File: config.mk
export PLATFORM = sky130hd
export DESIGN_NAME = algo_1r1w_refresh_sched_flat
export DESIGN_NICKNAME = d
export VERILOG_FILES = /design/src/rtl/algo_1r1w_refresh_sched_pkg.sv /design/src/rtl/algo_1r1w_refresh_sched_if.sv /design/src/rtl/algo_1r1w_refresh_sched_ptr.sv /design/src/rtl/algo_1r1w_refresh_sched.sv /design/src/flat_wrapper.sv
export SDC_FILE = /design/constraint.sdc
export NUM_CORES = 1
export LEC_CHECK = 0
export BUFFER_PORTS_ARGS = -buffer_cell sky130_fd_sc_hd__buf_2
export CAP_MARGIN = 20
export CORE_UTILIZATION = 51
export DETAILED_ROUTE_END_ITERATION = 12
export GPL_ROUTABILITY_DRIVEN = 0
export PLACE_DENSITY = 0.76
export SETUP_SLACK_MARGIN = 0.02
export SLEW_MARGIN = 40
export SYNTH_ARGS = -nofsm -noshare
export SYNTH_HDL_FRONTEND = slang
export SYNTH_HIERARCHICAL = 1
export SYNTH_SLANG_ARGS = --single-unit
File: constraint.sdc
create_clock -name clk -period 3.6 [get_ports clk]
set_clock_uncertainty 0.2 [all_clocks]
set_input_delay 0.36 -clock clk [delete_from_list [all_inputs] [get_ports clk]]
set_output_delay 0.36 -clock clk [all_outputs]
set_load 0.05 [all_outputs]
File: src/rtl/algo_1r1w_refresh_sched_pkg.sv
// Shared types and elaboration-time helpers for the 1R1W refresh scheduler
// and its round-robin bank/row pointer.
package algo_1r1w_refresh_pkg;

  typedef enum logic [1:0] {
    ST_INIT  = 2'd0,
    ST_IDLE  = 2'd1,
    ST_PEND  = 2'd2,
    ST_FORCE = 2'd3
  } state_t;

  localparam int DEF_REFFREQ  = 6;
  localparam int DEF_MAXDEFER = 2;

  // Deferral must end (forced or not) before the next obligation can be raised.
  function automatic bit refresh_params_ok(int numpbnk, int bitpbnk, int numrow, int bitrow,
                                           int reffreq, int maxdefer, int bitfreq);
    return (reffreq >= 4) && (maxdefer >= 1) && (maxdefer <= reffreq - 3) &&
           ((1 << bitfreq) >= reffreq) && ((1 << bitpbnk) >= numpbnk) &&
           ((1 << bitrow) >= numrow) && (numpbnk >= 1) && (numrow >= 1);
  endfunction

endpackage

File: src/rtl/algo_1r1w_refresh_sched_if.sv
// Core-side access and refresh-command bundle between the memory core and the
// refresh scheduler.
interface algo_1r1w_refresh_sched_if #(
  parameter int BITPBNK = 3,
  parameter int BITROW  = 8
);
  logic               refr_ena;
  logic               read;
  logic [BITPBNK-1:0] rd_bnk;
  logic               write;
  logic [BITPBNK-1:0] wr_bnk;
  logic               ready;
  logic               ref_vld;
  logic [BITPBNK-1:0] ref_bnk;
  logic [BITROW-1:0]  ref_row;
  logic               ref_err;

  modport master (
    output refr_ena, read, rd_bnk, write, wr_bnk,
    input  ready, ref_vld, ref_bnk, ref_row, ref_err
  );

  modport slave (
    input  refr_ena, read, rd_bnk, write, wr_bnk,
    output ready, ref_vld, ref_bnk, ref_row, ref_err
  );
endinterface

File: src/rtl/algo_1r1w_refresh_sched_ptr.sv
// Round-robin refresh target: walks every bank of a row before moving to the
// next row, wrapping both indices.
module algo_1r1w_refresh_ptr #(
  parameter int NUMPBNK = 8,
  parameter int BITPBNK = 3,
  parameter int NUMROW  = 256,
  parameter int BITROW  = 8
) (
  input  logic               clk,
  input  logic               rst,
  input  logic               advance,
  output logic [BITPBNK-1:0] bnk,
  output logic [BITROW-1:0]  row
);

  // NOTE: sequential state uses non-blocking assignments so every flop samples
  // pre-edge values regardless of process evaluation order.
  always_ff @(posedge clk or negedge rst) begin
    if (!rst) begin
      bnk <= '0;
      row <= '0;
    end else if (advance) begin
      if (bnk == BITPBNK'(NUMPBNK - 1)) begin
        bnk <= '0;
        row <= (row == BITROW'(NUMROW - 1)) ? '0 : row + 1'b1;
      end else begin
        bnk <= bnk + 1'b1;
      end
    end
  end

endmodule

File: src/rtl/algo_1r1w_refresh_sched.sv
// Refresh scheduler: raises an obligation every REFFREQ cycles, hides it in a
// bank untouched by the core, or stalls the core one cycle to force it.
module algo_1r1w_refresh_sched
  import algo_1r1w_refresh_pkg::*;
#(
  parameter int NUMPBNK  = 8,
  parameter int BITPBNK  = 3,
  parameter int NUMROW   = 256,
  parameter int BITROW   = 8,
  parameter int REFFREQ  = DEF_REFFREQ,
  parameter int MAXDEFER = DEF_MAXDEFER,
  parameter int BITFREQ  = 3
) (
  input logic                    clk,
  input logic                    rst,
  algo_1r1w_refresh_sched_if.slave bus
);

  if (!refresh_params_ok(NUMPBNK, BITPBNK, NUMROW, BITROW, REFFREQ, MAXDEFER, BITFREQ))
  begin : g_param_err
    $error("algo_1r1w_refresh_sched: illegal parameter combination");
  end

  state_t             state_q, state_d;
  logic [BITFREQ-1:0] timer_q;
  logic [BITFREQ-1:0] age_q, age_d;
  logic               err_q;
  logic               tick;
  logic               ready;
  logic               conflict;
  logic               ref_vld;
  logic               advance;

  assign tick  = bus.refr_ena && (timer_q == BITFREQ'(REFFREQ - 1));
  assign ready = (state_q == ST_IDLE) || (state_q == ST_PEND);

  // Requests made while stalled are illegal and never block a refresh.
  assign conflict = ready && ((bus.read  && (bus.rd_bnk == bus.ref_bnk)) ||
                              (bus.write && (bus.wr_bnk == bus.ref_bnk)));

  always_ff @(posedge clk or negedge rst) begin
    if (!rst) begin
      state_q <= ST_INIT;
      timer_q <= '0;
      age_q   <= '0;
      err_q   <= 1'b0;
    end else begin
      state_q <= state_d;
      age_q   <= age_d;
      if (!bus.refr_ena || tick) timer_q <= '0;
      else                       timer_q <= timer_q + 1'b1;
      if ((bus.read || bus.write) && !ready) err_q <= 1'b1;
    end
  end

  // NOTE: every output of this block gets a default first, so no path leaves a
  // signal unassigned and no latch is inferred.
  always_comb begin
    state_d = state_q;
    age_d   = age_q;
    ref_vld = 1'b0;
    advance = 1'b0;
    unique case (state_q)
      ST_INIT: state_d = ST_IDLE;
      ST_IDLE: begin
        if (tick) begin
          state_d = ST_PEND;
          age_d   = '0;
        end
      end
      ST_PEND: begin
        if (!bus.refr_ena) begin
          state_d = ST_IDLE;
        end else if (!conflict) begin
          ref_vld = 1'b1;
          advance = 1'b1;
          state_d = ST_IDLE;
        end else if (age_q == BITFREQ'(MAXDEFER - 1)) begin
          state_d = ST_FORCE;
        end else begin
          age_d = age_q + 1'b1;
        end
      end
      ST_FORCE: begin
        state_d = ST_IDLE;
        if (bus.refr_ena) begin
          ref_vld = 1'b1;
          advance = 1'b1;
        end
      end
      default: state_d = ST_INIT;
    endcase
  end

  algo_1r1w_refresh_ptr #(
    .NUMPBNK(NUMPBNK),
    .BITPBNK(BITPBNK),
    .NUMROW (NUMROW),
    .BITROW (BITROW)
  ) u_ptr (
    .clk    (clk),
    .rst    (rst),
    .advance(advance),
    .bnk    (bus.ref_bnk),
    .row    (bus.ref_row)
  );

  assign bus.ready   = ready;
  assign bus.ref_vld = ref_vld;
  assign bus.ref_err = err_q;

endmodule

File: src/flat_wrapper.sv
// flat-port wrapper written by rule: the top's interface ports become plain ports
module algo_1r1w_refresh_sched_flat import algo_1r1w_refresh_pkg::*;
#(
  parameter int NUMPBNK  = 8,
  parameter int BITPBNK  = 3,
  parameter int NUMROW   = 256,
  parameter int BITROW   = 8,
  parameter int REFFREQ  = DEF_REFFREQ,
  parameter int MAXDEFER = DEF_MAXDEFER,
  parameter int BITFREQ  = 3
)
  (clk, rst, bus_refr_ena, bus_read, bus_rd_bnk, bus_write, bus_wr_bnk, bus_ready, bus_ref_vld, bus_ref_bnk, bus_ref_row, bus_ref_err);
  algo_1r1w_refresh_sched_if #(.BITPBNK(BITPBNK), .BITROW(BITROW)) bus_i ();
  input logic clk;
  input logic rst;
  input wire logic [$bits(bus_i.refr_ena)-1:0] bus_refr_ena;
  input wire logic [$bits(bus_i.read)-1:0] bus_read;
  input wire logic [$bits(bus_i.rd_bnk)-1:0] bus_rd_bnk;
  input wire logic [$bits(bus_i.write)-1:0] bus_write;
  input wire logic [$bits(bus_i.wr_bnk)-1:0] bus_wr_bnk;
  output wire logic [$bits(bus_i.ready)-1:0] bus_ready;
  output wire logic [$bits(bus_i.ref_vld)-1:0] bus_ref_vld;
  output wire logic [$bits(bus_i.ref_bnk)-1:0] bus_ref_bnk;
  output wire logic [$bits(bus_i.ref_row)-1:0] bus_ref_row;
  output wire logic [$bits(bus_i.ref_err)-1:0] bus_ref_err;
  assign bus_i.refr_ena = bus_refr_ena;
  assign bus_i.read = bus_read;
  assign bus_i.rd_bnk = bus_rd_bnk;
  assign bus_i.write = bus_write;
  assign bus_i.wr_bnk = bus_wr_bnk;
  assign bus_ready = bus_i.ready;
  assign bus_ref_vld = bus_i.ref_vld;
  assign bus_ref_bnk = bus_i.ref_bnk;
  assign bus_ref_row = bus_i.ref_row;
  assign bus_ref_err = bus_i.ref_err;
  algo_1r1w_refresh_sched #(.NUMPBNK(NUMPBNK), .BITPBNK(BITPBNK), .NUMROW(NUMROW), .BITROW(BITROW), .REFFREQ(REFFREQ), .MAXDEFER(MAXDEFER), .BITFREQ(BITFREQ)) u_core (.clk(clk), .rst(rst), .bus(bus_i));
endmodule
==> results of run 1 <==
==> metrics by stage <==
stage / cells / setup slack, ns / hold WS, ns / cell area (um2) / util, %
3_5_place_dp: 161 / 0.989 / 0.135 / 1330 / 60.7
3_3_place_gp: 161 / 1.08 / 0.131 / 1330 / 60.7
6_report: 165 / 0.811 / 0.122 / 1360 / 62.2
2_1_floorplan: 110 / 0.384 / -0.136 / 1180 / -
5_1_grt: 165 / 0.670 / 0.114 / 1360 / 62.2
4_1_cts: 165 / 0.815 / 0.103 / 1360 / 62.2
==> layer usage <==
| layer | track usage (%) | part of all wire [%] | wire (um) |
|---|---|---|---|
| met1 | 22.1 | 43 | 972 |
| met2 | 35.6 | 50 | 1120 |
| met3 | 3.94 | 4.8 | 108 |
| met4 | 11.9 | 2.0 | 45 |
| met5 | 0 | 0 | 0 |
==> final timing paths <==
kind / cells after the start / slack (ns) / endpoint / start
max: 6 / 0.81 / bus_ref_vld / u_core/u_ptr/bnk[2]$_DFFE_PN0P_
min reg2reg: 1 / 0.27 / u_core/timer_q[0]$_DFF_PN0_ / u_core/timer_q[0]$_DFF_PN0_
max in group asynchronous: 2 / 2.54 / u_core/state_q[0]$_DFFE_PN0P_ / rst
max reg2reg: 8 / 0.97 / u_core/u_ptr/row[5]$_DFFE_PN0P_ / u_core/u_ptr/bnk[2]$_DFFE_PN0P_
min: 2 / 0.12 / u_core/timer_q[2]$_DFF_PN0_ / bus_refr_ena
min in group asynchronous: 2 / 0.33 / u_core/bus.ref_err$_DFFE_PN0P_ / rst
==> repair_timing <==
action	CTS	global route
endpoints found under the hold margin	20	0
gates resized for setup	0	0
hold buffers	1	0
==> layout make-up <==
type / instances / share of cell area [%]
Tap cell: 28 / 2.57
Multi-Input combinational cell: 83 / 47.8
Sequential cell: 20 / 36.7
Clock buffer: 3 / 1.65
Timing Repair Buffer: 25 / 9.55
Inverter: 6 / 1.65
==> critical path: cells and delay by family, from the launching register on <==
| family | cells | cell delay, ns |
|---|---|---|
| and+or+nand+nor | 2 | 0.70 |
| DFF | 1 | 0.47 |
| xor gates and xnor gates | 1 | 0.16 |
| AOI/OAI and AO/OA | 2 | 0.23 |
| buffers and inverters | 1 | 0.38 |
==> state kept, by name, summed over array words and instances, names as in the netlist <==
name / flops
u_core/age_q: 3
u_core/state_q: 2
u_core/u_ptr/bnk: 3
u_core/bus.ref_err: 1
u_core/timer_q: 3
u_core/u_ptr/row: 8
==> power by group through the flow <==
stage,registers [W],clock network [W],logic (W)
2_1_floorplan,0.000429,0,0.000284
4_1_cts,0.000338,0.000109,0.000485
3_5_place_dp,0.000343,0,0.000481
3_3_place_gp,0.000337,0,0.000464
6_report,0.000338,0.000103,0.000483
5_1_grt,0.000350,0.000116,0.000524
==> cells in the final DEF, fill, tap and decap left out, drive strengths merged, types with 2 or more instances in the layout <==
cell type  Yosys  routed
buf            1      24
xnor2          9       9
a21o           2       2
nor2           6       6
nand3          3       3
nand2         10      10
o21a           2       2
mux2           5       5
nor2b          3       3
o21ai          4       4
ha            10      10
and4           3       3
nand2b         2       2
a22o           2       2
clkbuf         0       3
mux2i          2       2
a31oi          2       2
inv            6       6
dfrtp         20      20
nand4          3       3
a21oi          3       3
==> cells by family (layout without fill, tap and decap cells) <==
group	after synthesis	count (layout)
simple gates	37	37
flops	20	20
compound gates	19	19
fa+ha+maj	10	10
xor+xnor	10	10
mux	7	7
buf+inv	7	34
==> results.ini, run 1 <==
[yosys]
synth_compound_area_share_pct = 12.8
synth_mux_area_share_pct = 6.46
ys_top_cells_by_count = dfrtp_1, ha_1, nand2_1, xnor2_1
yosysWarnings = 6
netlist.area_leader.share_pct = 42.3
yosys.area_share.simple_pct = 17.9
synth_area_per_cell_um2 = 10.7
ys_seq_elements = 20
synth_adder_area_share_pct = 10.6
synth_top_cell_by_area = dfrtp_1
synth_xor_area_share_pct = 7.41
ys_seq_area_share_pct = 42.3
synth-edff-count = 0
synth_cell_types = 36
synth_top_family_by_area = simple AND/OR/NAND/NOR gates
synth_area_leaders = dfrtp_1, ha_1, xnor2_1
async_reset_ff_share_pct = 100
yosysMostFrequentCell = dfrtp_1
syn-num-nets = 131
netlist_instances = 110
ys.flop_type = dfrtp_1
syn_area_mm2 = 0.00118

[sta]
finalCritPeriodShare_pct = 77.5
slew_violations = 0
tightestPinTransition_ns = 0.633
fin_tns_setup_ns = 0
slew_headroom_pct = 57.7
maxClockFrequency_mhz = 359
rsz0062_at_grt = no
finalCriticalPeriod_ns = 2.79
setup_viol = 0
hold_viol_final = 0

[global_routing]
grt_pass1_vias = 865
grt_start_max_net_pins = 21
grt_use_total_pct = 20.1
grt_pass1_wl_um = 3690
antenna_found_initial = 0
grt_overflow_total = 0

[setup_path]
max_stage_delay_ns = 0.52
end_kind = output port
cp.required_ns = 3.04
start_kind = flop
crit_type = reg2out
crit_fanout = 9
worstPathArrival_ns = 2.23
crit_slowest_cell = nor2b_1
cp_cell_sequence = xnor2_1 -> nand4_1 -> a21o_2 -> a21oi_1 -> nor2b_1 -> buf_2

[power]
internal_power_w = 0.000477
power_frac_clock_pct = 11.2
leakagePower_nw = 0.665
finalPower_w = 0.000924
p_sw_share_pct = 48.4
ir_drop_v = 0.000510
p_per_area_mw_per_mm2 = 678
switchingPower_w = 0.000447
p_seq_share_pct = 36.6
comb_power_share_pct = 52.2

[routing]
routedWlPerCell_um = 13.6
drc = 0
drtAntennaViolNets = 0
drt_pass1_iterations = 4
num_vias = 908
avgViaCountPerCell = 5.50
drt_wl_total_um = 2240
drtIter0Drc = 7

[floorplan]
num_rows = 17
dieWidth_um = 50.2
core_area_mm2 = 0.00219
ios = 25
start_util_pct = 54.0
die_height_um = 50.2
dieArea_mm2 = 0.00252

[placement]
dp_hpwl_um = 1690
io_buffers = 24

[cells_and_area]
seq_area_um2 = 500
multi_input_area_um2 = 652
nets = 160
syn_to_final_growth_pct = 15.2
num_antenna_cells = 0
drive_gt1_share_pct = 27.7
nFillCells = 181

[min_path]
hp-class = in2reg

[clocking]
htree_levels = 1
cts_buffer_depth = 2
cts_made_buffers = 3
root_buffer = clkbuf_4
cts.clk_slew.worst_paths_ns = 0.11
cts_tree = built
insertion_delay_ns = 0.30
clock-sinks = 20
post_cts.repair.setup_buffers = 0

[run]
cap_violations = 0

[run_status]
status = finished clean

(Power assumes the default switching activity.)
==> inputs of run 2 (changes only) <==
CORE_UTILIZATION = 48   (was 51)
PLACE_DENSITY = 0.75   (was 0.76)
clock period = 2.3 ns   (was 3.6 ns; I/O delays follow)
==> run 2 against run 1 <==
- final cell count is 7.9% higher
- combinational power is 98% higher
- clock power is 99% higher
- routed wire length is 9.4% higher
- flip-flop and latch count stayed put
- final area is 14% higher
- utilization is 6.1 points higher
- die area is 6.0% higher
- non-clock buffer count is 12 higher
- first-iteration DRC count is 71% higher
==> results.ini, run 2 (synthesis gave the netlist of run 1 again) <==
[sta]
hold_viol_final = 0
maxClockFrequency_mhz = 448
hold_slack_ns = 0.00743
rsz0062_at_grt = yes
slew_headroom_pct = 70.4
finalCritPeriodShare_pct = 97.1
tightestPinTransition_ns = 0.443
setup_viol = 0
slew_violations = 0
finalCriticalPeriod_ns = 2.23
layout_setup_ws_ns = 0.0676
fin_tns_setup_ns = 0

[cells_and_area]
largest_reg_flops = 8
num_antenna_cells = 0
fin_util_pct = 68.3
syn_to_final_growth_pct = 31.5
top_register = u_core/u_ptr/row
drive_gt1_share_pct = 40.7
design_area_mm2 = 0.00156
nets = 172
layout_common_cells = buf_2, dfrtp_1, buf_4, nand2_1, ha_1
layout_commonest_cell = buf_2

[routing]
drt_wl_total_um = 2450
num_vias = 970
drt_pass1_iterations = 4
routedWlPerCell_um = 13.8
drtIter0Drc = 12
drc = 0
avgViaCountPerCell = 5.45
drtAntennaViolNets = 0

[setup_path]
r2r-start = u_core/u_ptr/bnk[2]$_DFFE_PN0P_
crit_fanout = 3
worstPathArrival_ns = 2.23
max_stage_delay_ns = 0.46
crit_slowest_cell = dfrtp_2
crit_type = reg2reg
start_kind = flop
endpoint = u_core/age_q[0]$_DFFE_PN0P_
crit_cells = 6
cp.required_ns = 2.30
cp_cell_sequence = xnor2_2 -> nand4_1 -> buf_4 -> a2111oi_4 -> mux2_4 -> a22o_2
crit_family = compound AO/OA/AOI/OAI gates
reg2reg_depth = 6
crit_buf_inv = 1
reg2reg_to = u_core/age_q[0]$_DFFE_PN0P_
crit_start = u_core/u_ptr/bnk[2]$_DFFE_PN0P_
end_kind = flop
r2r_slack_ns = 0.07

[placement]
io_buffers = 24
dp_hpwl_um = 1700
place_area_mm2 = 0.00137
place_ws_ns = 0.136

[global_routing]
antenna_found_initial = 0
grt_pass1_wl_um = 3860
grt_overflow_total = 0
grt_pass1_vias = 893
grt_use_total_pct = 20.2
grt_start_max_net_pins = 21

[clocking]
cts.clk_slew.worst_paths_ns = 0.11
cts_tree = built
cts_buffer_depth = 2
cts_made_buffers = 3
htree_levels = 1
insertion_delay_ns = 0.30
clock-sinks = 20
root_buffer = clkbuf_4

[min_path]
hp-class = in2reg

[floorplan]
die_height_um = 51.6
start_util_pct = 52.0
dieArea_mm2 = 0.00267
num_rows = 17
ios = 25
dieWidth_um = 51.6
core_area_mm2 = 0.00228

[run]
cap_violations = 0

[power]
leakagePower_nw = 0.756
ir_drop_v = 0.000963
comb_power_share_pct = 56.5
internal_power_w = 0.000920
p_seq_share_pct = 31.4
switchingPower_w = 0.000775
p_sw_share_pct = 45.7
power_frac_clock_pct = 12.1
p_per_area_mw_per_mm2 = 1090

[run_status]
status = finished clean

[run 2: cell types whose count changed in the layout (fill, tap and decap cells not counted), sizes merged]
cell,before,now
buf,24,34
dlygate4sd3,1,3
clkbuf,3,4
[run 2: layout make-up]
class / instances / area [um2]
Multi-Input combinational cell: 83 / 722
Timing Repair Buffer: 37 / 235
Sequential cell: 20 / 504
Inverter: 6 / 22.5
Clock buffer: 4 / 36.3
Fill cell: 181 / 721
Tap cell: 28 / 35.0
[run 2: how the worst min path moves through the flow]
stage / startpoint / end / slack (ns) / depth (start not counted)
after CTS: bus_read / u_core/bus.ref_err$_DFFE_PN0P_ / 0.0006 / 3
final: bus_read / u_core/bus.ref_err$_DFFE_PN0P_ / 0.007 / 3
after detailed placement: rst / u_core/bus.ref_err$_DFFE_PN0P_ / 0.008 / 1
after global placement: rst / u_core/bus.ref_err$_DFFE_PN0P_ / 0.004 / 1
after floorplan: rst / u_core/age_q[0]$_DFFE_PN0P_ / -0.27 / 0
after global routing: bus_read / u_core/bus.ref_err$_DFFE_PN0P_ / 0.01 / 3
[run 2: routing by layer]
| layer | vias up | track usage (%) | wire length, um |
|---|---|---|---|
| met5 | - | 0 | 0 |
| met4 | 0 | 8.11 | 28 |
| met3 | 3 | 3.51 | 89 |
| met2 | 23 | 35.5 | 1200 |
| met1 | 474 | 24.3 | 1140 |
| li1 | 470 | - | - |
[run 2: stage by stage]
step                      total power, W  instances
after detailed placement         0.00132        164
after global routing             0.00180        178
after CTS                        0.00164        176
after global placement           0.00130        164
after floorplan                  0.00114        110
final                            0.00169        178
[run 2: timing repair]
item | CTS | global route
resized for setup | 5 | 7
hold buffers | 3 | 0
setup endpoints to repair | 1 | 4
setup buffers | 5 | 3
hold endpoints to repair | 22 | 0
pin swaps | 2 | 6
[run 2: worst register-to-register path, cell delays in order (launching register included)]
cell and delay, ns:
dfrtp_2 0.46, xnor2_2 0.14, nand4_1 0.14, buf_4 0.18, a2111oi_4 0.43, mux2_4 0.33
a22o_2 0.25
[run 2: power by group through the flow]
stage	clock, W	sequential, W	combinational (W)
after floorplan	0	0.000677	0.000468
after global placement	0	0.000529	0.000773
after detailed placement	0	0.000537	0.000788
after CTS	0.000213	0.000520	0.000906
after global routing	0.000232	0.000543	0.00102
final	0.000205	0.000531	0.000958
